`src/rtl/my_alu.sv`:
```
// rtl/my_alu.sv - 16-bit registered ALU with zero/negative/carry flags
module my_alu (
    input  logic        in_clk,
    input  logic        in_rst_n,
    input  logic [15:0] in_A,
    input  logic [15:0] in_B,
    input  logic [4:0]  in_op,
    input  logic        in_cf,
    output logic [15:0] out_C,
    output logic        out_zf,
    output logic        out_nf,
    output logic        out_cf
);

    localparam logic [4:0] OP_PASSA = 5'b00000;
    localparam logic [4:0] OP_PASSB = 5'b00001;
    localparam logic [4:0] OP_NOT   = 5'b00010;
    localparam logic [4:0] OP_NEG   = 5'b00011;
    localparam logic [4:0] OP_AND   = 5'b00100;
    localparam logic [4:0] OP_OR    = 5'b00101;
    localparam logic [4:0] OP_XOR   = 5'b00110;
    localparam logic [4:0] OP_NOR   = 5'b00111;
    localparam logic [4:0] OP_ADD   = 5'b01000;
    localparam logic [4:0] OP_ADC   = 5'b01001;
    localparam logic [4:0] OP_SUB   = 5'b01010;
    localparam logic [4:0] OP_SBB   = 5'b01011;
    localparam logic [4:0] OP_INC   = 5'b01100;
    localparam logic [4:0] OP_DEC   = 5'b01101;
    localparam logic [4:0] OP_CMP   = 5'b01110;
    localparam logic [4:0] OP_SLTU  = 5'b01111;
    localparam logic [4:0] OP_SLL   = 5'b10000;
    localparam logic [4:0] OP_SRL   = 5'b10001;
    localparam logic [4:0] OP_SRA   = 5'b10010;
    localparam logic [4:0] OP_ROL   = 5'b10011;
    localparam logic [4:0] OP_ROR   = 5'b10100;
    localparam logic [4:0] OP_RCL   = 5'b10101;
    localparam logic [4:0] OP_RCR   = 5'b10110;
    localparam logic [4:0] OP_SLT   = 5'b10111;
    localparam logic [4:0] OP_SWAP  = 5'b11000;

    logic [3:0]  shamt;
    logic        add_cin;
    logic        sub_bin;
    logic [16:0] sum_ext;
    logic [16:0] diff_ext;
    logic [16:0] inc_ext;
    logic [16:0] dec_ext;
    logic [16:0] neg_ext;
    logic [16:0] sll_ext;
    logic [16:0] srl_ext;
    logic [16:0] sra_ext;
    logic [15:0] rol_val;
    logic [15:0] ror_val;

    logic [15:0] res;
    logic        cf_next;
    logic        load_c;

    assign shamt   = in_B[3:0];
    assign add_cin = (in_op == OP_ADC) & in_cf;
    assign sub_bin = (in_op == OP_SBB) & in_cf;

    // Bit 16 of each extended result is the carry (add) or borrow (subtract).
    assign sum_ext  = {1'b0, in_A} + {1'b0, in_B} + {16'd0, add_cin};
    assign diff_ext = {1'b0, in_A} - {1'b0, in_B} - {16'd0, sub_bin};
    assign inc_ext  = {1'b0, in_A} + 17'd1;
    assign dec_ext  = {1'b0, in_A} - 17'd1;
    assign neg_ext  = 17'd0 - {1'b0, in_A};

    // Shifts carry one extra bit that catches the last bit shifted out; zero when n = 0.
    assign sll_ext = {1'b0, in_A} << shamt;
    assign srl_ext = {in_A, 1'b0} >> shamt;
    assign sra_ext = $signed({in_A, 1'b0}) >>> shamt;

    assign rol_val = (in_A << shamt) | (in_A >> (5'd16 - {1'b0, shamt}));
    assign ror_val = (in_A >> shamt) | (in_A << (5'd16 - {1'b0, shamt}));

    always_comb begin
        res     = 16'd0;
        cf_next = 1'b0;
        load_c  = 1'b1;
        case (in_op)
            OP_PASSA: res = in_A;
            OP_PASSB: res = in_B;
            OP_NOT:   res = ~in_A;
            OP_NEG:   {cf_next, res} = neg_ext;
            OP_AND:   res = in_A & in_B;
            OP_OR:    res = in_A | in_B;
            OP_XOR:   res = in_A ^ in_B;
            OP_NOR:   res = ~(in_A | in_B);
            OP_ADD,
            OP_ADC:   {cf_next, res} = sum_ext;
            OP_SUB,
            OP_SBB:   {cf_next, res} = diff_ext;
            OP_INC:   {cf_next, res} = inc_ext;
            OP_DEC:   {cf_next, res} = dec_ext;
            OP_CMP: begin
                {cf_next, res} = diff_ext;
                load_c = 1'b0;
            end
            OP_SLTU:  res = {15'd0, in_A < in_B};
            OP_SLL:   {cf_next, res} = sll_ext;
            OP_SRL:   {res, cf_next} = srl_ext;
            OP_SRA:   {res, cf_next} = sra_ext;
            OP_ROL: begin
                res     = rol_val;
                cf_next = (shamt != 4'd0) & rol_val[0];
            end
            OP_ROR: begin
                res     = ror_val;
                cf_next = (shamt != 4'd0) & ror_val[15];
            end
            OP_RCL: begin
                res     = {in_A[14:0], in_cf};
                cf_next = in_A[15];
            end
            OP_RCR: begin
                res     = {in_cf, in_A[15:1]};
                cf_next = in_A[0];
            end
            OP_SLT:   res = {15'd0, $signed(in_A) < $signed(in_B)};
            OP_SWAP:  res = {in_A[7:0], in_A[15:8]};
            default: begin
                res     = 16'd0;
                cf_next = 1'b0;
            end
        endcase
    end

    // CMP updates flags from the difference but leaves out_C untouched.
    always_ff @(posedge in_clk or negedge in_rst_n) begin
        if (!in_rst_n) begin
            out_C  <= 16'd0;
            out_zf <= 1'b0;
            out_nf <= 1'b0;
            out_cf <= 1'b0;
        end else begin
            if (load_c) begin
                out_C <= res;
            end
            out_zf <= (res == 16'd0);
            out_nf <= res[15];
            out_cf <= cf_next;
        end
    end

endmodule

```
`config.mk`:
```
export PLATFORM = sky130hd
export DESIGN_NAME = my_alu
export DESIGN_NICKNAME = d
export VERILOG_FILES = /design/src/rtl/my_alu.sv
export SDC_FILE = /design/constraint.sdc
export NUM_CORES = 1
export LEC_CHECK = 0
export BUFFER_PORTS_ARGS = -buffer_cell sky130_fd_sc_hd__buf_4
export CORE_UTILIZATION = 65
export CTS_CLUSTER_SIZE = 24
export DETAILED_ROUTE_END_ITERATION = 7
export PLACE_DENSITY = 0.85
export SLEW_MARGIN = 25
export SYNTH_ARGS = -nofsm -noshare
export SYNTH_HDL_FRONTEND = slang
export SYNTH_SLANG_ARGS = --single-unit
export TNS_END_PERCENT = 20
```
`constraint.sdc`:
```
create_clock -name in_clk -period 0.9 [get_ports in_clk]
set_input_delay 0.045 -clock in_clk [delete_from_list [all_inputs] [get_ports in_clk]]
set_output_delay 0.045 -clock in_clk [all_outputs]
set_load 0.005 [all_outputs]
```
==> results_dict.tcl, run 1 <==
set metrics [dict create \
    synth_top_flop_cell "dfrtp_1" \
    yosysUniqueCellTypes 96 \
    cts_htree_levels 1 \
    failing_step "global routing (5_1_grt)" \
    avgSynthCellArea_um2 7.50 \
    cts_buffers 3 \
    synth_cells 1256 \
    yosysWarnings 0 \
    die_w_um 122 \
    portBuffers 58 \
    error_line "[ERROR GRT-0116] Global routing finished with congestion. Check the congestion regions in the DRC Viewer." \
    globalRouteOverflowTotal 1937 \
    ios 59 \
    synth_nets 1382 \
    syn-cell-area_um2 9420 \
    ys_seq_area_share_pct 5.05 \
    cts.sinks 19 \
    grt_usage_pct 111 \
    placed_cell_area_um2 13300 \
    dieHeight_um 122 \
    synth_top_cell_by_area "ha_1" \
    synthTopCellsByArea "ha_1 (11%), mux4_2 (7.4%), mux2i_1 (5.2%)" \
    async_flop_share_pct 100 \
    synthDominantCellAreaShare_pct 10.9 \
    status "stopped before the end" \
    grt_pass1_wl_um 121000 \
    dpl.hpwl_um 48000 \
    start_util_pct 67.3 \
    grt_pass1_vias 19400 \
    place.gp.congestion 1.34 \
    ctsRootBufferMaster "clkbuf_16" \
    synth_seq_cells 19 \
    rows 43 \
    clock_path_buffers 2 \
    synth-edff-count 0 \
    grt_max_degree 32 \
]
## what timing repair did
item	4_1_cts
endpoints found under the hold margin	19
resized for setup	39
pin swaps	29
hold buffers	1
endpoints found under the setup margin	19
setup buffers	9
## synthesized netlist by cell type (10+ instances only)
cell type	n
nor2_1	112
ha_1	82
nand2_1	78
a21oi_1	73
inv_1	59
clkbuf_1	58
mux2i_1	49
o21ai_0	48
nor3_1	46
buf_2	40
nand3_1	39
xnor2_1	39
mux2_2	32
mux4_2	31
nor4_1	24
nand4_1	23
dfrtp_1	19
xor2_1	18
nand2b_1	17
a22oi_1	16
a211oi_1	15
a221oi_1	15
a22o_1	15
nor3b_1	15
o211ai_1	15
and3_1	13
nor2b_1	13
o31ai_1	12
or3_1	12
o21a_1	10
o32ai_1	10
## through the flow
step	setup TNS, ps	util (%)	setup slack, ps	instances
2_1_floorplan	-37910	-	-2470	1256
3_3_place_gp	-42260	95.3	-2680	1859
3_5_place_dp	-48000	95.3	-3070	1859
4_1_cts	-39840	97.7	-2640	1873
## routing by layer
layer,GRT overflow,GRT usage (%)
met1,114,94.8
met2,1324,146
met3,118,87.3
met4,360,123
met5,21,74.0
## kinds of logic after synthesis
group	synth area share, %
XOR/XNOR	5.47
flip-flops	5.05
buffers and inverters	8.89
multiplexers	17.0
AO/OA/AOI/OAI	26.2
AND/OR/NAND/NOR	25.6
adder cells (fa/ha/maj)	11.7
==> run 2: changes to the inputs <==
--- a/config.mk
+++ b/config.mk
@@ -6,10 +6,9 @@
 export NUM_CORES = 1
 export LEC_CHECK = 0
 export BUFFER_PORTS_ARGS = -buffer_cell sky130_fd_sc_hd__buf_4
-export CORE_UTILIZATION = 65
-export CTS_CLUSTER_SIZE = 24
+export CORE_UTILIZATION = 40
 export DETAILED_ROUTE_END_ITERATION = 7
-export PLACE_DENSITY = 0.85
+export PLACE_DENSITY_LB_ADDON = 0.15
 export SLEW_MARGIN = 25
 export SYNTH_ARGS = -nofsm -noshare
 export SYNTH_HDL_FRONTEND = slang
==> run 2 against run 1 <==
Against the previous run: the flow now finishes, with violations (setup timing); synthesized area unchanged; synthesized cell count unchanged.
==> results_dict.tcl, run 2 <==
set metrics [dict create \
    grt_usage_pct 46.9 \
    yosysMostFrequentCell "nor2_1" \
    synthDominantCellAreaShare_pct 10.9 \
    r2r_cells 1 \
    synth_cells 1256 \
    final_common_cell "buf_4" \
    synth-edff-count 0 \
    seq_power_share_pct 9.4 \
    ctsRootBufferMaster "clkbuf_16" \
    antenna_found_initial 1 \
    min_period_over_period_pct 357 \
    p_per_area_nw_per_um2 797 \
    grt_max_degree 43 \
    crit_start "in_op[4]" \
    timing.fmax_mhz 312 \
    crit_required_ps 1040 \
    largest-register "out_C" \
    yosys.area_share.simple_pct 25.6 \
    drtIter0Drc 1743 \
    synth_seq_cells 19 \
    worst_slack_ps -2310 \
    synth_xor_area_share_pct 5.47 \
    reg2reg_slack_ps 110 \
    portBuffers 58 \
    ios 59 \
    synth_nets 1382 \
    synth_top_family_by_area "compound AO/OA/AOI/OAI gates" \
    nets 1859 \
    clkPwrFrac_pct 8.4 \
    die_w_um 155 \
    worst_pin_slew_ps 732 \
    finalHoldViolCount 0 \
    final_cell_mix "buf_4 (549), nor2_1 (107), ha_1 (80)" \
    clk_pin_slew_worst_paths_ps 60 \
    synthTopCellsByArea "ha_1 (11%), mux4_2 (7.4%), mux2i_1 (5.2%)" \
    die_area_um2 24200 \
    synthMuxAreaShare_pct 17.0 \
    start_kind "primary input" \
    r2r-end "out_C[14]" \
    status "complete, but fails checks" \
    vias 13200 \
    cts_tree "done" \
    synthAdderAreaFrac_pct 11.7 \
    core_um2 22800 \
    synth_top_flop_cell "dfrtp_1" \
    yosysWarnings 0 \
    leakagePower_nw 6.57 \
    largest_reg_flops 16 \
    r2r-start "out_C[14]" \
    dr.pass1.iters 6 \
    synth_compound_gate_area_share_pct 26.2 \
    p_comb_share_pct 82.2 \
    fill_cells 2122 \
    p_sw_mw 5.44 \
    grt_pass1_vias 12700 \
    fin_crit_ps 3210 \
    seqCellArea_um2 475 \
    avgSynthCellArea_um2 7.50 \
    drc 0 \
    maxSlewViolCount 0 \
    path_max_fanout 4 \
    clock_latency_ps 260 \
    cts_htree_levels 1 \
    internal_power_mw 6.11 \
    ant_nets 0 \
    switching_share_pct 47.1 \
    grt_pass1_wl_um 83000 \
    fin_skew_ps 0 \
    start_util_pct 41.2 \
    yosysUniqueCellTypes 96 \
    drive_gt1_share_pct 42.7 \
    worstSetupPathType "primary input to register" \
    cts.sinks 19 \
    place.gp.congestion 1.12 \
    stdcell_count 2046 \
    area_delta_synth_final_pct 53.9 \
    violations "setup timing" \
    synth_top_cell_by_area "ha_1" \
    ys_seq_area_share_pct 5.05 \
    routed_wirelength_um 56800 \
    end_kind "register" \
    placed_cell_area_um2 14000 \
    dieHeight_um 155 \
    setup_viol 19 \
    via_per_inst 6.44 \
    max-vdd-ir-drop_v 0.000805 \
    rows 55 \
    maxCapViolations 0 \
    multiInputGateArea_um2 8440 \
    dpl.hpwl_um 46600 \
    hold_class "primary input to async pin" \
    async_flop_share_pct 100 \
    cp_data_arrival_time_ps 3350 \
    clock_path_buffers 2 \
    max_slew_margin_pct 51.2 \
    rsz0062_at_grt "yes" \
    final_cell_area_um2 14500 \
    placedCellCount 2027 \
    synth_top_cells_by_count "nor2_1 (112), ha_1 (82), nand2_1 (78)" \
    cts_buffers 3 \
    syn-cell-area_um2 9420 \
    wl_per_cell_um 27.8 \
    globalRouteOverflowTotal 0 \
]
==> run 2: worst max-delay path by stage <==
stage               end  slack, ps
6_report       out_C[4]      -2310
5_1_grt          out_zf      -2400
4_1_cts          out_zf      -2200
3_5_place_dp     out_zf      -3220
3_3_place_gp     out_zf      -3260
2_1_floorplan    out_zf      -2470
==> run 2: metrics by stage <==
| stage | utilization, % | setup WS [ps] | power, mW | setup TNS [ps] | hold WS [ps] |
|---|---|---|---|---|---|
| finish | 63.4 | -2310 | 11.6 | -35990 | 205 |
| global route | 63.4 | -2400 | 12.0 | -37730 | 231 |
| CTS | 62.8 | -2200 | 11.1 | -34400 | 209 |
| detailed placement | 61.1 | -3220 | 9.70 | -44640 | -55.2 |
| global placement | 61.1 | -3260 | 9.63 | -44630 | -70.4 |
| floorplan | - | -2470 | 5.11 | -37910 | -251 |
==> run 2: final cells by class <==
class / instances / area share (%)
diodes: 1 / 0.0173
clock buffers: 4 / 0.544
inverters: 63 / 1.63
multi-input cells: 1054 / 58.2
flip-flops and latches: 19 / 3.28
well taps: 313 / 2.70
repair buffers: 592 / 33.6
==> run 2: routing by layer <==
| layer | vias to the layer above | GRT usage [%] | wire length (um) |
|---|---|---|---|
| met5 | - | 0 | 0 |
| met4 | 0 | 24.6 | 3500 |
| met3 | 186 | 12.8 | 7810 |
| met2 | 1002 | 66.6 | 22900 |
| met1 | 6260 | 64.1 | 22600 |
| li1 | 5724 | - | - |
==> run 2: cells by family after synthesis <==
family / after synthesis
muxes: 116
xor gates and xnor gates: 58
buffers and inverters: 183
and+or+nand+nor: 452
adders and majority gates: 86
AOI/OAI and AO/OA: 342
DFF: 19
==> run 2: timing repair <==
action                                  in CTS  in global routing
endpoints found under the setup margin      19                 19
resized for setup                           56                 21
hold buffers                                 1                  0
pin swaps                                   30                 14
hold endpoints to repair                    19                  0
buffers inserted                            10                  5
==> run 2: power by group through the flow <==
stage / Combinational (mW) / Sequential (mW) / Clock [mW]
CTS: 8.99 / 1.08 / 0.978
finish: 9.49 / 1.09 / 0.976
detailed placement: 8.61 / 1.10 / 0
global route: 9.88 / 1.10 / 1.02
global placement: 8.54 / 1.08 / 0
floorplan: 4.01 / 1.10 / 0
==> run 2: worst max-delay path, cell delays in order <==
cell	delay (ps)
buf_8	110
nor2_4	110
nand4_1	300
fa_2	470
fa_2	360
nand2b_4	160
a21oi_4	170
or3_1	130
nand4_1	230
nor4bb_4	520
buf_4	190
buf_4	100
buf_6	80
buf_6	80
buf_6	80
buf_6	80
buf_6	80
a21oi_2	50
Note: power is estimated with default switching activity, not from simulation.
